## config.mk

```make
export PLATFORM = sky130hd
export DESIGN_NAME = pwm_capture
export DESIGN_NICKNAME = d
export VERILOG_FILES = /design/src/rtl/pwm_capture.sv
export SDC_FILE = /design/constraint.sdc
export NUM_CORES = 1
export LEC_CHECK = 0
export CORE_ASPECT_RATIO = 0.8
export CORE_MARGIN = 3
export CORE_UTILIZATION = 55
export CTS_CLUSTER_DIAMETER = 150
export DETAILED_ROUTE_END_ITERATION = 10
export GPL_ROUTABILITY_DRIVEN = 0
export PLACE_DENSITY_LB_ADDON = 0.12
export REMOVE_ABC_BUFFERS = 1
export SETUP_SLACK_MARGIN = 0.3
export SYNTH_ARGS = -nofsm -noshare
export SYNTH_HDL_FRONTEND = slang
export SYNTH_SLANG_ARGS = --single-unit
```

## constraint.sdc

```tcl
create_clock -name clk -period 2.78 [get_ports clk]
set_clock_uncertainty 0.15 [all_clocks]
set_input_delay 0.556 -clock clk [delete_from_list [all_inputs] [get_ports clk]]
set_output_delay 0.556 -clock clk [all_outputs]
set_load 0.05 [all_outputs]
```

## src/rtl/pwm_capture.sv

```systemverilog
// pwm_capture: measures period and high time of each complete cycle of an
// asynchronous PWM line, in clk cycles, and flags a stuck line with a timeout.
//
// Ports:
//   clk        clock, all flops update on the rising edge
//   rst        synchronous reset, active-high
//   enable     1 = measure, 0 = idle with results held
//   pwm_in     asynchronous PWM input
//   period     clks between consecutive rising edges (0 on timeout)
//   high_time  clks from a rising edge to the following falling edge
//   valid      one-clk strobe when period/high_time/timeout are updated
//   timeout    set with valid when the counter saturated without an edge

module pwm_capture #(
    parameter int WIDTH       = 16,
    parameter int SYNC_STAGES = 2
) (
    input  logic             clk,
    input  logic             rst,
    input  logic             enable,
    input  logic             pwm_in,
    output logic [WIDTH-1:0] period,
    output logic [WIDTH-1:0] high_time,
    output logic             valid,
    output logic             timeout
);

    // A single-flop synchroniser is never safe, so anything below 2 is raised.
    localparam int STAGES = (SYNC_STAGES < 2) ? 2 : SYNC_STAGES;

    localparam logic [WIDTH-1:0] MAX = '1;
    localparam logic [WIDTH-1:0] ONE = WIDTH'(1);

    typedef enum logic [1:0] {
        IDLE = 2'd0,
        ARM  = 2'd1,
        HIGH = 2'd2,
        LOW  = 2'd3
    } state_t;

    state_t state;
    state_t state_next;

    logic [STAGES-1:0] sync_q;
    logic              s;
    logic              s_prev;
    logic              rise;
    logic              fall;

    logic [WIDTH-1:0]  cnt;
    logic              cnt_sat;
    logic [WIDTH-1:0]  hl;

    logic              emit;
    logic              emit_to;
    logic              hl_load;
    logic [WIDTH-1:0]  res_period;
    logic [WIDTH-1:0]  res_high;

    // ------------------------------------------------------------------
    // Input synchroniser and edge detection. Both edges see the same
    // latency, so the measured widths are exact.
    // ------------------------------------------------------------------
    always_ff @(posedge clk) begin
        if (rst) begin
            sync_q <= '0;
            s_prev <= 1'b0;
        end else begin
            sync_q <= {sync_q[STAGES-2:0], pwm_in};
            s_prev <= sync_q[STAGES-1];
        end
    end

    assign s    = sync_q[STAGES-1];
    assign rise = s & ~s_prev;
    assign fall = ~s & s_prev;

    // ------------------------------------------------------------------
    // Free-running saturating counter. It restarts at 1 on each rise so
    // that its value on the next rise equals the period.
    // ------------------------------------------------------------------
    assign cnt_sat = (cnt == MAX);

    always_ff @(posedge clk) begin
        if (rst) begin
            cnt <= '0;
        end else if (rise) begin
            cnt <= ONE;
        end else if (!cnt_sat) begin
            cnt <= cnt + ONE;
        end
    end

    // ------------------------------------------------------------------
    // FSM: state register
    // ------------------------------------------------------------------
    always_ff @(posedge clk) begin
        if (rst) begin
            state <= IDLE;
        end else begin
            state <= state_next;
        end
    end

    // ------------------------------------------------------------------
    // FSM: next state. Dropping enable wins over every event, so a
    // partial measurement is simply abandoned. An edge wins over
    // saturation, which keeps period=MAX a legal result.
    // ------------------------------------------------------------------
    always_comb begin
        state_next = state;
        if (!enable) begin
            state_next = IDLE;
        end else begin
            unique case (state)
                IDLE: state_next = ARM;
                ARM: begin
                    if (rise) begin
                        state_next = HIGH;
                    end
                end
                HIGH: begin
                    if (fall) begin
                        state_next = LOW;
                    end else if (cnt_sat) begin
                        state_next = ARM;
                    end
                end
                LOW: begin
                    if (rise) begin
                        state_next = HIGH;
                    end else if (cnt_sat) begin
                        state_next = ARM;
                    end
                end
                default: state_next = IDLE;
            endcase
        end
    end

    // ------------------------------------------------------------------
    // FSM: outputs. Produces the result to be registered this clk, if any.
    // ARM never times out, so a stuck line reports exactly once.
    // ------------------------------------------------------------------
    always_comb begin
        emit       = 1'b0;
        emit_to    = 1'b0;
        hl_load    = 1'b0;
        res_period = '0;
        res_high   = '0;
        if (enable) begin
            unique case (state)
                HIGH: begin
                    if (fall) begin
                        hl_load = 1'b1;
                    end else if (cnt_sat) begin
                        emit     = 1'b1;
                        emit_to  = 1'b1;
                        res_high = MAX;
                    end
                end
                LOW: begin
                    if (rise) begin
                        emit       = 1'b1;
                        res_period = cnt;
                        res_high   = hl;
                    end else if (cnt_sat) begin
                        emit    = 1'b1;
                        emit_to = 1'b1;
                    end
                end
                default: begin
                    emit = 1'b0;
                end
            endcase
        end
    end

    // ------------------------------------------------------------------
    // High-time latch and registered result outputs. Results change only
    // together with valid and hold otherwise.
    // ------------------------------------------------------------------
    always_ff @(posedge clk) begin
        if (rst) begin
            hl <= '0;
        end else if (hl_load) begin
            hl <= cnt;
        end
    end

    always_ff @(posedge clk) begin
        if (rst) begin
            period    <= '0;
            high_time <= '0;
            valid     <= 1'b0;
            timeout   <= 1'b0;
        end else begin
            valid <= emit;
            if (emit) begin
                period    <= res_period;
                high_time <= res_high;
                timeout   <= emit_to;
            end
        end
    end

endmodule
```

==> key figures <==
Floorplan
  • Initial Util: 59.03%
  • IO Pins: 38
  • Die W: 89.37 um
  • Die H: 72.69 um
  • Rows: 23
  • Core Area: 0.005180 mm2
  • Die ar.: 0.006496 mm2

STA
  • F_max: 450.7 MHz
  • Min cycle time layout: 2.219 ns
  • Setup TNS: 0 ns
  • Slew Limit Fails: 0
  • Period utilization: 79.81%
  • Slew @ Worst Pin: 0.6706 ns
  • Fin Hold WS: 0.2997 ns
  • RSZ-0062 raised after global routing: false
  • Hold Fails Final Rpt: 0
  • Relative slew slack: 55.30%
  • Final setup vio count: 0

Finish
  • N_diodes: 0
  • Final nets: 356
  • Share of cells above drive strength 1: 15.45%
  • Area grow syn2layout: 18.90%
  • FILL cells: 406
  • Final Cell Area: 0.003636 mm2

CTS
  • Worst skew pair latency: 0.35 ns
  • PostCTS Resize Cnt: 0
  • Root Buffer: clkbuf_8
  • Clock sinks: 71
  • Clock Path Buffers: 2
  • CTS H-Tree Depth: 3
  • Total CTS buffers: 9
  • CTS tree: done
  • Worst-path clk slew: 0.07 ns

Detailed routing
  • Detail Route Antenna Nets: 0
  • DR pass1 iterations: 4
  • Number of DRC markers in iteration 0: 162
  • Vias per cell: 5.844
  • Drc violations: 0
  • Via count: 2443
  • WL final: 6435 um
  • Avg WL per Cell: 15.39 um

Pwr
  • Maximum vdd drop: 0.0004899 V
  • Pleak: 1.322 nW
  • Pwr dens: 548.0 mW/mm2
  • Power, Total: 1.993 mW

Min path
  • Min-Delay Path Class: flop to flop
  • Critical hold path startpoint: sync_q[0]

Global routing
  • GR Util met2: 33.12%
  • Largest net degree at the start of global routing: 40
  • Global-route wire length before repair: 10700 um
  • GR Util met3: 6.433%
  • Gr usage total: 21.15%
  • Gr ovfl total: 0
  • Most Used Layer, Global Route: met2
  • Initial antenna violation count: 0
  • M1 GR Usage: 28.23%
  • Number of global-route vias before repair: 2296

Synth
  • Post-synth EDFFs: 0
  • Post-synth ARST share: 0%
  • Synthesized area per cell: 9.646 um2
  • Syn Std Cell Area: 0.003058 mm2
  • YS warnings: 0
  • Syn Inst Count: 317
  • Seq/Total Area, Yosys: 46.48%
  • Predominant post-synthesis flop cell: dfxtp_1
  • Yosys reg bits: 71
  • Post-synthesis cell type count: 52

Status
  • Status: finished, final reports clean

Place
  • Hpwl dp: 4166 um
  • Post-placement cell area: 0.003393 mm2
  • Port Buffers: 37

Critical path
  • Crit path max fanout: 17
  • Req. time, crit path: 2.89 ns
  • Crit. Startpoint: cnt[0]
  • Crit start category: flop
  • CP Class: flop to flop
  • Worst R2R Start: cnt[0]
  • CP arrival: 2.33 ns
  • Crit. End Element: flop

Flow run
  • MaxCap Viol Count: 0
path summary, 6_finish.rpt:
check / cells after the start / slack [ns] / to
worst max-delay path: 5 / 0.56 / high_time[0]
worst min-delay path: 1 / 0.30 / sync_q[1]
worst max register to register: 5 / 0.56 / high_time[0]
worst min register to register: 1 / 0.30 / sync_q[1]
state kept, by name, indices dropped and copies added (netlist names):
signal / count
s_prev: 1
period: 16
timeout: 1
sync_q: 2
high_time: 16
hl: 16
cnt: 16
state: 2
valid: 1
critical path, stage by stage (launching register included):
cell and delay, ns:
dfxtp_1 0.46, ha_1 0.38, nand4_4 0.24, nor4_4 0.34, a31oi_4 0.30, a22oi_1 0.26
routing by layer:
layer | wire, um | up-vias
li1 | - | 1211
met1 | 3048 | 1146
met2 | 2946 | 73
met3 | 319 | 13
met4 | 121 | 0
met5 | 0 | -
kinds of logic after synthesis:
kind of cell               synth area share [%]
and+or+nand+nor                           26.10
buffers and inverters                     5.278
adders and majority gates                0.4091
AOI/OAI and AO/OA                         21.44
DFF                                       46.48
xor gates and xnor gates                 0.2865
synthesized netlist by cell type (2+ instances only):
| library cell | count | area (um2) |
|---|---|---|
| nand3_1 | 7 | 35.03 |
| and3_1 | 4 | 25.02 |
| nor2_1 | 3 | 11.26 |
| nor3_1 | 4 | 20.02 |
| a21oi_1 | 27 | 135.1 |
| nor4_4 | 2 | 42.54 |
| or4_1 | 2 | 15.01 |
| nand4_1 | 4 | 25.02 |
| buf_6 | 9 | 101.4 |
| o21ai_0 | 9 | 45.04 |
| clkbuf_1 | 7 | 26.28 |
| nand2_1 | 59 | 221.5 |
| and2_1 | 2 | 12.51 |
| dfxtp_1 | 71 | 1421 |
| a22oi_2 | 11 | 137.6 |
| buf_2 | 3 | 15.01 |
| inv_1 | 2 | 7.510 |
| or3_1 | 6 | 37.54 |
| and4_1 | 6 | 52.55 |
| nand2b_1 | 18 | 112.6 |
| nor2b_1 | 5 | 31.28 |
| a22o_2 | 7 | 70.07 |
| a31oi_4 | 2 | 42.54 |
| a22o_1 | 10 | 87.58 |
| a31oi_1 | 3 | 18.77 |
| nor4_1 | 3 | 18.77 |
| nor3b_1 | 2 | 15.01 |
| a22oi_1 | 5 | 37.54 |
area by class of cell:
| type | count | area [um2] | share of cell area [%] |
|---|---|---|---|
| Multi-Input combinational cell | 223 | 1475 | 40.57 |
| Inverter | 3 | 11.26 | 0.3097 |
| Tap cell | 62 | 77.57 | 2.134 |
| Clock buffer | 11 | 141.4 | 3.889 |
| Timing Repair Buffer | 43 | 427.9 | 11.77 |
| Clock inverter | 5 | 81.33 | 2.237 |
| Sequential cell | 71 | 1421 | 39.09 |
report_power, final:
| part | internal (mW) | switching [mW] |
|---|---|---|
| registers | 1.02 | 0.0102 |
| logic | 0.0198 | 0.0298 |
| clock network | 0.530 | 0.381 |
| total | 1.57 | 0.420 |
repair_timing:
item | 4_1_cts | 5_1_grt
setup buffers | 0 | 1
hold buffers | 0 | 0
endpoints found under the hold margin | 0 | 0
setup endpoints to repair | 0 | 4
layout by cell type, fill, tap and decap left out, drive strengths merged, types with 5 or more instances in the layout:
cell	count
o21ai	9
nand3	9
nand2b	18
or3	6
nand4	6
and4	6
nor3	5
a31oi	5
clkdlybuf4s50	37
a22o	17
buf	6
a22oi	16
nor2b	5
a21oi	28
clkbuf	11
dfxtp	71
nor4	6
nand2	59
per-stage QoR:
stage	instances	setup slack, ns	util (%)
6_report	418	0.5613	70.19
5_1_grt	418	0.4276	70.19
4_1_cts	417	0.4381	69.81
3_5_place_dp	401	0.3228	65.51
3_3_place_gp	401	0.3900	65.51
2_1_floorplan	297	0.7910	-
Note: power is estimated with default switching activity, not from simulation.
